<file path="src/rtl/uart_rx_core.sv">
// UART receiver: 8N1 by default (8E1 with parity_err when UART_RX_PARITY_EN is
// defined), LSB first, mid-bit sampling, valid/ready holding register, error pulses.
module uart_rx_core #(
  parameter int CLKS_PER_BIT = 104,
  parameter int SYNC_STAGES  = 2
) (
  input  logic       clk,
  input  logic       rst,
  input  logic       rx,
  output logic [7:0] rx_data,
  output logic       rx_valid,
  input  logic       rx_ready,
  output logic       frame_err,
  output logic       overrun,
`ifdef UART_RX_PARITY_EN
  output logic       parity_err,
`endif
  output logic       busy
);

  localparam int            CW      = $clog2(CLKS_PER_BIT);
  localparam logic [CW-1:0] HALF_M1 = CW'(CLKS_PER_BIT / 2 - 1);
  localparam logic [CW-1:0] FULL_M1 = CW'(CLKS_PER_BIT - 1);

  typedef enum logic [2:0] {
    S_IDLE,
    S_START,
    S_DATA,
`ifdef UART_RX_PARITY_EN
    S_PARITY,
`endif
    S_STOP,
    S_BREAK
  } state_t;

  state_t                 state;
  logic [SYNC_STAGES-1:0] sync_q;
  logic                   rxs;
  logic [CW-1:0]          baud_cnt;
  logic [2:0]             bit_idx;
  logic [7:0]             shift;
`ifdef UART_RX_PARITY_EN
  logic                   par_bit;
`endif

  // NOTE: synchronizer resets to all-ones so leaving reset never looks like a start bit.
  always_ff @(posedge clk) begin
    if (rst) sync_q <= '1;
    else     sync_q <= {sync_q[SYNC_STAGES-2:0], rx};
  end

  assign rxs = sync_q[SYNC_STAGES-1];

  // NOTE: all state and outputs use non-blocking assignments; later assignments in the
  // same cycle deliberately override the defaults at the top of the block.
  always_ff @(posedge clk) begin
    if (rst) begin
      state     <= S_IDLE;
      baud_cnt  <= '0;
      bit_idx   <= '0;
      shift     <= '0;
      rx_data   <= '0;
      rx_valid  <= 1'b0;
      frame_err <= 1'b0;
      overrun   <= 1'b0;
      busy      <= 1'b0;
`ifdef UART_RX_PARITY_EN
      par_bit    <= 1'b0;
      parity_err <= 1'b0;
`endif
    end else begin
      frame_err <= 1'b0;
      overrun   <= 1'b0;
`ifdef UART_RX_PARITY_EN
      parity_err <= 1'b0;
`endif
      if (rx_valid && rx_ready) rx_valid <= 1'b0;
      baud_cnt <= baud_cnt + 1'b1;

      unique case (state)
        S_IDLE: begin
          baud_cnt <= '0;
          if (!rxs) begin
            state <= S_START;
            busy  <= 1'b1;
          end
        end

        // Confirming the start bit at mid-bit aligns every later sample to mid-bit.
        S_START: begin
          if (baud_cnt == HALF_M1) begin
            baud_cnt <= '0;
            if (!rxs) begin
              state   <= S_DATA;
              bit_idx <= '0;
            end else begin
              state <= S_IDLE;
              busy  <= 1'b0;
            end
          end
        end

        S_DATA: begin
          if (baud_cnt == FULL_M1) begin
            baud_cnt        <= '0;
            shift[bit_idx]  <= rxs;
            bit_idx         <= bit_idx + 1'b1;
`ifdef UART_RX_PARITY_EN
            if (bit_idx == 3'd7) state <= S_PARITY;
`else
            if (bit_idx == 3'd7) state <= S_STOP;
`endif
          end
        end

`ifdef UART_RX_PARITY_EN
        S_PARITY: begin
          if (baud_cnt == FULL_M1) begin
            baud_cnt <= '0;
            par_bit  <= rxs;
            state    <= S_STOP;
          end
        end
`endif

        // Stop sampled at mid-bit leaves half a bit of margin for the next start edge.
        S_STOP: begin
          if (baud_cnt == FULL_M1) begin
            baud_cnt <= '0;
            if (!rxs) begin
              frame_err <= 1'b1;
              state     <= S_BREAK;
            end else begin
              state <= S_IDLE;
              busy  <= 1'b0;
`ifdef UART_RX_PARITY_EN
              if (par_bit != ^shift) begin
                parity_err <= 1'b1;
              end else
`endif
              if (!rx_valid || rx_ready) begin
                rx_data  <= shift;
                rx_valid <= 1'b1;
              end else begin
                overrun <= 1'b1;
              end
            end
          end
        end

        // A held-low line delivers nothing until it returns to idle.
        S_BREAK: begin
          if (rxs) begin
            state    <= S_IDLE;
            busy     <= 1'b0;
            baud_cnt <= '0;
          end
        end

        default: begin
          state    <= S_IDLE;
          busy     <= 1'b0;
          baud_cnt <= '0;
        end
      endcase
    end
  end

endmodule

</file>
<file path="config.mk">
export PLATFORM = sky130hd
export DESIGN_NAME = uart_rx_core
export DESIGN_NICKNAME = d
export VERILOG_FILES = /design/src/rtl/uart_rx_core.sv
export SDC_FILE = /design/constraint.sdc
export NUM_CORES = 1
export LEC_CHECK = 0
export CAP_MARGIN = 20
export CELL_PAD_IN_SITES_DETAIL_PLACEMENT = 0
export CELL_PAD_IN_SITES_GLOBAL_PLACEMENT = 1
export CORE_UTILIZATION = 46
export DETAILED_ROUTE_END_ITERATION = 16
export GPL_TIMING_DRIVEN = 0
export PLACE_DENSITY = 0.87
export SETUP_SLACK_MARGIN = 0.2
export SYNTH_ARGS = -nofsm -noshare
export SYNTH_HDL_FRONTEND = slang
export SYNTH_SLANG_ARGS = --single-unit
</file>
<file path="constraint.sdc">
create_clock -name clk -period 3.6 [get_ports clk]
set_input_delay 0.72 -clock clk [delete_from_list [all_inputs] [get_ports clk]]
set_output_delay 0.72 -clock clk [all_outputs]
set_load 0.1 [all_outputs]
</file>
After elaboration in Yosys (flattened, before gate mapping):

Cells that the tools add are included.

* add/sub/neg operators: 2
* $lt $le $gt $ge: 2
* div/mod/pow operators: 0
* equal/unequal tests: 14
* bitwise gates (word level): 4
* shift-type cells: 0
* multiply operators: 0
* reductions and logical operators: 14
* multiplexer cells: 32

Operators by type and width (number)
* two-way mux 3 bit: 10
* two-way mux 7 bit: 3
* case mux 7 bit (3 select lines): 1
* case mux 3 bit (5 select lines): 1
* != test 2 bit (second input constant): 7
* two-way mux 1 bit: 12
* AND reduction 4 bit: 3
* bitwise mux 8 bit: 1
* adder 7 x 1 -> 7 bit (second input constant): 1
* == test 7 x 6 -> 1 bit (second input constant): 1
* == test 7 bit (second input constant): 1
* == test 3 x 2 -> 1 bit (second input constant): 2
* == test 3 bit (second input constant): 2
* case mux 3 bit (2 select lines): 1
* AND reduction 6 bit: 1
* case mux 1 bit (5 select lines): 1
* less-than comparator 3 x 4 -> 1 bit (second input constant): 1
* NOT 1 bit: 4
* OR reduction 4 bit: 1
* adder 3 x 1 -> 3 bit (second input constant): 1
* demux 1 bit (select 3 bit): 1
* == test 3 x 1 -> 1 bit (second input constant): 1
* greater-or-equal comparator 3 x 1 -> 1 bit (second input constant): 1
* logical NOT 3 bit: 1
* 8 further kinds: 9

* flip-flop bits (word level): 35
* output and inout port bits: 12
* memories: 0
* input bits: 4
* bits in read-only memories: 0
* bits in writable memories: 0
* latch bits: 0

Longest topological paths before layout:

Gate-level depths: netlist (run 1).

* depth after elaboration: 6
* depth in mapped cells: 7

Worst setup path before layout (run 1):

OpenSTA, ideal clock, no wires.

* path type: reg2reg
* from: register rx_valid
* to: register rx_data[2]
* stages on the path, launching flop included: 6
* setup time: 128 ps
* slack: 1795 ps
* path buffers: 1
* data arrival time: 1677 ps
* data required time: 3472 ps
* path through: dfxtp_1 > nand2b_1 > and4_1 > buf_4 > mux2i_1 > nor2_1

* longest elaborated chain between the ends: 3

Ends and longest elaborated chain
* start, declared: line 11 `output logic rx_valid,`
* start signal, assigned: line 63 `rx_valid <= 1'b0;`
* start signal, assigned: line 77 `if (rx_valid && rx_ready) rx_valid <= 1'b0;`
* start signal, assigned: line 143 `rx_valid <= 1'b1;`
* logical NOT 1 bit: line 141 `if (!rx_valid || rx_ready) begin`
* logical OR 1 bit: line 141
* AND reduction 4 bit (no source line)
* end signal, assigned: line 142 `rx_data <= shift;`
* end, declared: line 10 `output logic [7:0] rx_data,`

Every way passes these cells.
A chain may end at the register's enable or synchronous reset.

Worst setup path in the final report (run 1):

* from: register rx_data[4]
* to: output rx_data[4]

No word-level cell between the ends.

==> results of run 1 <==
## final cells by class
class	instances	area (µm²)	share of cell area, %
multi-input combinational	132	880	46.1
sequential	35	701	36.7
timing repair buffer	15	150	7.87
buffer	14	66.3	3.48
tap	46	57.6	3.02
clock buffer	7	45.0	2.36
clock inverter	1	5.00	0.262
inverter	1	3.75	0.197
## cell usage after synthesis (all sizes together), types with 3 or more instances
cell,n
clkbuf,7
nor2b,4
mux2i,16
ha,3
a31oi,3
nor3,4
xor2,3
buf,7
nor2,29
nand3,17
a21oi,5
and4b,3
o21ai,4
nand2,4
dfxtp,35
nand2b,7
## per-stage QoR
step	worst slack, ps	cells	power (mW)	area [µm²]	utilization (%)
2_1_floorplan	1800	182	0.432	1650	-
3_3_place_gp	1260	243	0.443	1860	54.8
3_5_place_dp	1290	243	0.444	1860	54.8
4_1_cts	1030	251	0.642	1910	56.3
5_1_grt	993	251	0.661	1910	56.3
6_report	1050	251	0.634	1910	56.3
## kinds of logic (layout without fill, tap and decap cells)
logic type	after synthesis	in the layout	synth area share, %
buf+inv	15	38	4.25
fa+ha+maj	3	3	2.27
compound gates	21	21	8.72
xor+xnor	5	5	2.65
mux	16	16	9.70
flops	35	35	42.5
simple gates	87	87	29.9
## worst paths after layout
path                             startpoint    endpoint
worst max-delay path             rx_data[4]  rx_data[4]
worst max register to register  baud_cnt[0]  bit_idx[1]
worst min-delay path              sync_q[0]   sync_q[1]
worst min register to register    sync_q[0]   sync_q[1]
## where the power goes
group	switching, mW	internal (mW)
logic	0.0272	0.0160
clock network	0.122	0.0760
registers	0.00142	0.391
## routing by layer
| layer | share of wire, % | vias up | track usage, % |
|---|---|---|---|
| li1 | - | 688 | - |
| met1 | 46 | 615 | 24.7 |
| met2 | 48 | 27 | 31.0 |
| met3 | 4.0 | 6 | 6.21 |
| met4 | 1.8 | 0 | 7.62 |
| met5 | 0 | - | 0 |
## sequential cells by signal, indices dropped and copies added (netlist names)
name,flops
bit_idx,3
rx_data,8
frame_err,1
rx_valid,1
sync_q,2
state,3
baud_cnt,7
overrun,1
busy,1
shift,8
==> results.json, run 1 <==
{
  "ant_nets": 0,
  "ys_ff_latch": 35,
  "async_flop_share_pct": 0,
  "path_cells": "clkdlybuf4s50_1",
  "antenna_found_initial": 0,
  "io_pins": 16,
  "tightestPinTransition_ps": 975,
  "yosys_warnings": 0,
  "synth_cells": 182,
  "cellPowerDensity_nw_per_um2": 332,
  "setup_viol": 0,
  "path_buf_inv": 1,
  "drc_errors": 0,
  "slew_headroom_pct": 34.8,
  "drive_above_1_share_pct": 10.2,
  "fillerInstances": 334,
  "insertion_delay_ps": 340,
  "path_depth": 1,
  "cts_sinks": 35,
  "die_h_um": 61.9,
  "vias": 1336,
  "gp_congestion": 0.876,
  "die_w_um": 61.9,
  "finalClockSkew_ps": 7.03,
  "grt_pass1_vias": 1181,
  "cts_root_buf": "clkbuf_4",
  "row_count": 21,
  "synth.area.top_cells": "dfxtp_1 (42%), mux2i_1 (9.7%), nor2_1 (6.6%)",
  "numCtsBuffers": 5,
  "grt_max_degree": 11,
  "clk_pin_slew_ps": 100,
  "clockBufferDepth": 2,
  "nets": 211,
  "status": "complete, no violations",
  "cts_tree": "yes",
  "grt_pass1_wl_mm": 5.31,
  "synth-seq-area-share_pct": 42.5,
  "cpLargestDelayFamily": "buffers and inverters",
  "core_um2": 3390,
  "die-area_um2": 3830,
  "holdWs_ps": 426,
  "ctsHoldBuffers": 0,
  "crit_required_ps": 2880,
  "cpMaxStageDelayCell": "clkdlybuf4s50_1",
  "netlist_area_um2": 1650,
  "dominantRegCellSynth": "dfxtp_1",
  "first_iter_violations": 46,
  "maxCapViolations": 0,
  "synth_nets": 189,
  "port_buffers": 15,
  "p_leak_nw": 0.714,
  "synthToLayoutAreaGrowth_pct": 15.6,
  "rsz0062_at_grt": "false",
  "min_period_ps": 2550,
  "htree_levels": 2,
  "r2r_slack_ps": 1800,
  "synthDistinctLibCells": 45,
  "final_cell_mix": "dfxtp_1 (35), nor2_1 (29), nand3_1 (17)",
  "startpoint_type": "register",
  "cts_setup_buffers": 0,
  "hp-class": "register to register",
  "synth-edff-count": 0,
  "grt_overflow_total": 0,
  "vias_per_cell": 5.32,
  "routed_wl_mm": 3.37,
  "end_kind": "output pin",
  "final_common_cell": "dfxtp_1",
  "max_stage_delay_ps": 1140,
  "cts_resized": 0,
  "hpwlAfterDp_mm": 2.53,
  "wire_per_inst_um": 13.4,
  "start_util_pct": 48.7,
  "path_max_fanout": 2,
  "syn_area_per_cell_um2": 9.07,
  "fin_crit_sh_pct": 70.9,
  "rr_worst_depth": 5,
  "crit_arrival_ps": 1830,
  "dr.pass1.iters": 4,
  "slew_violations": 0,
  "grtUsageTotal_pct": 19.5,
  "ir_worst_vdd_mv": 0.214,
  "fin_setup_tns_ps": 0,
  "synth_top_area_share_pct": 42.5,
  "crit_type": "register to output pin",
  "hold_depth": 1,
  "timing.fmax_mhz": 392,
  "hold_viol_final": 0,
  "diodes": 0,
  "synth.largest_area_cell": "dfxtp_1"
}
(Power assumes the default switching activity.)
==> inputs of run 2 (changes only) <==
CORE_UTILIZATION = 43   (was 46)
PLACE_DENSITY = 0.82   (was 0.87)
clock period = 2.68 ns   (was 3.6 ns; I/O delays follow)
==> results.json, run 2 (synthesis results as in run 1) <==
{
  "status": "complete, no violations",
  "setup_ws_ps": 371,
  "vias_per_cell": 5.26,
  "fin_crit_sh_pct": 86.2,
  "hold_viol_final": 0,
  "drc_errors": 0,
  "dpl_cell_area_um2": 1860,
  "io_pins": 16,
  "numCtsBuffers": 5,
  "path_max_fanout": 2,
  "drive_above_1_share_pct": 11.2,
  "cts_setup_buffers": 0,
  "fin_util_pct": 54.5,
  "clockBufferDepth": 2,
  "die_w_um": 64.0,
  "crit_arrival_ps": 1770,
  "fin_setup_tns_ps": 0,
  "design_area_um2": 2000,
  "fin_cells": 253,
  "fillerInstances": 372,
  "max_stage_delay_ps": 1140,
  "path_buf_inv": 1,
  "combPwrFrac_pct": 5.1,
  "tightestPinTransition_ps": 969,
  "pwr-share-clk_pct": 49.0,
  "seq_power_share_pct": 45.9,
  "slew_violations": 0,
  "dr_wl_met3_um": 120,
  "crit_required_ps": 2140,
  "ant_nets": 0,
  "nets": 211,
  "htree_levels": 2,
  "die_h_um": 64.0,
  "final_common_cell": "dfxtp_1",
  "cts_resized": 0,
  "holdWs_ps": 412,
  "rr_worst_depth": 5,
  "hpwlAfterDp_mm": 2.37,
  "grt_max_degree": 13,
  "hp-class": "register to register",
  "start_util_pct": 45.1,
  "internal_power_uw": 917,
  "grt_overflow_total": 0,
  "cpLargestDelayFamily": "buffers and inverters",
  "cpMaxStageDelayCell": "clkdlybuf4s50_1",
  "min_period_ps": 2310,
  "swShare_pct": 20.0,
  "gp_congestion": 0.876,
  "timing.fmax_mhz": 433,
  "cts_sinks": 35,
  "synthToLayoutAreaGrowth_pct": 21.0,
  "cts_root_buf": "clkbuf_8",
  "path_depth": 1,
  "top_regs": "rx_data (8), shift (8), baud_cnt (7)",
  "netSwitchingPower_uw": 230,
  "pre_cts_ws_ps": 553,
  "power_mw": 1.15,
  "diodes": 0,
  "finalClockSkew_ps": 6.53,
  "cellPowerDensity_nw_per_um2": 574,
  "slew_headroom_pct": 35.2,
  "antenna_found_initial": 0,
  "ctsHoldBuffers": 0,
  "rsz0062_at_grt": "false",
  "setup_viol": 0,
  "startpoint_type": "register",
  "grtUsageTotal_pct": 19.2,
  "end_kind": "output pin",
  "cts_tree": "yes",
  "clk_pin_slew_ps": 70,
  "wl_met2_mm": 1.48,
  "core_um2": 3660,
  "path_cells": "clkdlybuf4s50_1",
  "grt_pass1_wl_mm": 5.94,
  "die-area_um2": 4090,
  "highest_layer": "met4",
  "maxCapViolations": 0,
  "hold_depth": 1,
  "final_cell_mix": "dfxtp_1 (35), nor2_1 (29), nand3_1 (17)",
  "first_iter_violations": 41,
  "port_buffers": 15,
  "crit_type": "register to output pin",
  "insertion_delay_ps": 290,
  "routed_wl_mm": 3.27,
  "wl_met1_mm": 1.60,
  "ir_worst_vdd_mv": 0.386,
  "dr.pass1.iters": 4,
  "place_inst": 245,
  "vias": 1332,
  "wire_per_inst_um": 12.9,
  "row_count": 22,
  "grt_pass1_vias": 1311,
  "p_leak_nw": 0.749
}
[run 2: changes by cell type in the layout (fill, tap and decap cells not counted), sizes merged]
cell      change
clkinv        -1
clkbuf        -2
clkinvlp      +1
bufinv        +2
[run 2: per-layer routing]
layer | vias up | track usage (%)
met3 | 6 | 5.18
met2 | 29 | 29.1
met4 | 0 | 11.6
met1 | 607 | 24.1
met5 | - | 0
li1 | 690 | -
[run 2: power groups by stage]
stage / Clock, mW / Combinational (mW) / Sequential (mW)
6_report: 0.562 / 0.0580 / 0.527
2_1_floorplan: 0 / 0.0354 / 0.544
3_5_place_dp: 0 / 0.0579 / 0.539
4_1_cts: 0.576 / 0.0582 / 0.526
5_1_grt: 0.597 / 0.0645 / 0.527
3_3_place_gp: 0 / 0.0573 / 0.538
[run 2: area by class of cell]
type | count | area (µm²) | share of cell area [%]
Tap cell | 48 | 60.1 | 3.01
Multi-Input combinational cell | 132 | 880 | 44.0
Inverter | 1 | 3.75 | 0.188
Clock inverter | 3 | 67.6 | 3.38
Buffer | 14 | 66.3 | 3.32
Timing Repair Buffer | 15 | 150 | 7.52
Clock buffer | 5 | 68.8 | 3.45
Sequential cell | 35 | 701 | 35.1
[run 2: path summary, 6_finish.rpt]
kind               start          to  slack (ps)
max           rx_data[6]  rx_data[6]         370
min            sync_q[0]   sync_q[1]         410
max reg2reg  baud_cnt[0]  bit_idx[1]         920
min reg2reg    sync_q[0]   sync_q[1]         410
[run 2: worst register-to-register path, delay by kind of cell, from the launching register on]
| family | cells | cell delay (ps) |
|---|---|---|
| AOI/OAI and AO/OA | 2 | 260 |
| DFF | 1 | 350 |
| adders and majority gates | 1 | 250 |
| and+or+nand+nor | 2 | 810 |
==> inputs of run 3 (changes only) <==
SLEW_MARGIN = 40   (was unset)
==> results.json, run 3 (synthesis results as in run 1) <==
{
  "vias": 1337,
  "first_iter_violations": 41,
  "crit_type": "input port to register",
  "grt_pass1_vias": 1297,
  "design_area_um2": 1890,
  "htree_levels": 2,
  "insertion_delay_ps": 290,
  "fin_util_pct": 51.6,
  "grtUsageTotal_pct": 19.1,
  "diodes": 0,
  "tightestPinTransition_ps": 759,
  "final_cell_mix": "dfxtp_1 (35), nor2_1 (29), buf_2 (17), nand3_1 (17), mux2i_1 (16)",
  "grt_pass1_wl_mm": 5.95,
  "fillerInstances": 371,
  "drc_errors": 0,
  "crit_top_cell": "clkbuf_1",
  "maxCapViolations": 0,
  "p_leak_nw": 0.751,
  "ant_nets": 0,
  "rsz0062_at_grt": "false",
  "io_pins": 16,
  "slew_headroom_pct": 48.7,
  "dpl_cell_area_um2": 1800,
  "dr.pass1.iters": 4,
  "max_stage_delay_ps": 530,
  "path_max_fanout": 10,
  "cts_tree": "yes",
  "hp-class": "register to register",
  "cts_setup_buffers": 0,
  "die_h_um": 64.0,
  "cts_sinks": 35,
  "cpLargestDelayFamily": "buffers and inverters",
  "fin_setup_tns_ps": 0,
  "min_period_ps": 1820,
  "startpoint_type": "input port",
  "numCtsBuffers": 5,
  "place_inst": 245,
  "clockBufferDepth": 2,
  "timing.fmax_mhz": 550,
  "status": "complete, no violations",
  "finalClockSkew_ps": 8.92,
  "vias_per_cell": 5.28,
  "cpMaxStageDelayCell": "clkdlybuf4s50_1",
  "final_common_cell": "dfxtp_1",
  "ctsHoldBuffers": 0,
  "core_um2": 3660,
  "grt_max_degree": 13,
  "ir_worst_vdd_mv": 0.383,
  "power_uw": 957,
  "end_kind": "register",
  "pwr-share-clk_pct": 38.9,
  "grt_overflow_total": 0,
  "cts_root_buf": "clkbuf_8",
  "setup_viol": 0,
  "netSwitchingPower_uw": 231,
  "nets": 211,
  "hpwlAfterDp_mm": 2.37,
  "swShare_pct": 24.1,
  "fin_crit_sh_pct": 67.8,
  "die-area_um2": 4090,
  "top_regs": "rx_data (8), shift (8), baud_cnt (7)",
  "combPwrFrac_pct": 6.0,
  "path_buf_inv": 3,
  "clk_pin_slew_ps": 70,
  "cts_resized": 0,
  "slew_violations": 0,
  "setup_ws_ps": 862,
  "wire_per_inst_um": 13.2,
  "crit_required_ps": 2840,
  "drive_above_1_share_pct": 17.1,
  "crit_arrival_ps": 1970,
  "holdWs_ps": 417,
  "routed_wl_mm": 3.34,
  "fin_cells": 253,
  "antenna_found_initial": 0,
  "port_buffers": 15,
  "gp_congestion": 0.876,
  "row_count": 22,
  "die_w_um": 64.0,
  "seq_power_share_pct": 55.1,
  "start_util_pct": 45.1,
  "cellPowerDensity_nw_per_um2": 506,
  "internal_power_uw": 726,
  "synthToLayoutAreaGrowth_pct": 14.5,
  "hold_viol_final": 0,
  "pre_cts_ws_ps": 525,
  "path_cells": "clkdlybuf4s50_1, clkbuf_1, clkbuf_1, nor3_1"
}
==> run 3: routing by layer <==
layer	vias up	share of wire (%)	GRT usage (%)
met1	619	50	24.1
met5	-	0	0
met4	0	2.0	8.81
met2	21	45	29.7
met3	7	3.6	5.89
li1	690	-	-
==> run 3: path summary, 6_finish.rpt <==
| path | start | endpoint | slack (ps) | cells after the start |
|---|---|---|---|---|
| hold reg to reg | sync_q[0] | sync_q[1] | 420 | 1 |
| setup / recovery | rst | overrun | 860 | 4 |
| setup reg to reg | baud_cnt[0] | bit_idx[1] | 910 | 5 |
| hold / removal | sync_q[0] | sync_q[1] | 420 | 1 |
==> run 3: layout make-up <==
type | count | area, µm² | area share [%]
Buffer | 14 | 66.3 | 3.51
Clock buffer | 5 | 68.8 | 3.64
Clock inverter | 3 | 20.0 | 1.06
Inverter | 1 | 3.75 | 0.199
Multi-Input combinational cell | 132 | 880 | 46.6
Sequential cell | 35 | 701 | 37.1
Tap cell | 48 | 60.1 | 3.18
Timing Repair Buffer | 15 | 90.1 | 4.77
==> run 3: power groups by stage <==
stage,registers [mW],logic (mW),clock network [mW]
after floorplan,0.544,0.0354,0
after global placement,0.538,0.0573,0
after detailed placement,0.539,0.0575,0
after CTS,0.527,0.0577,0.389
after global routing,0.527,0.0634,0.411
final,0.527,0.0573,0.373
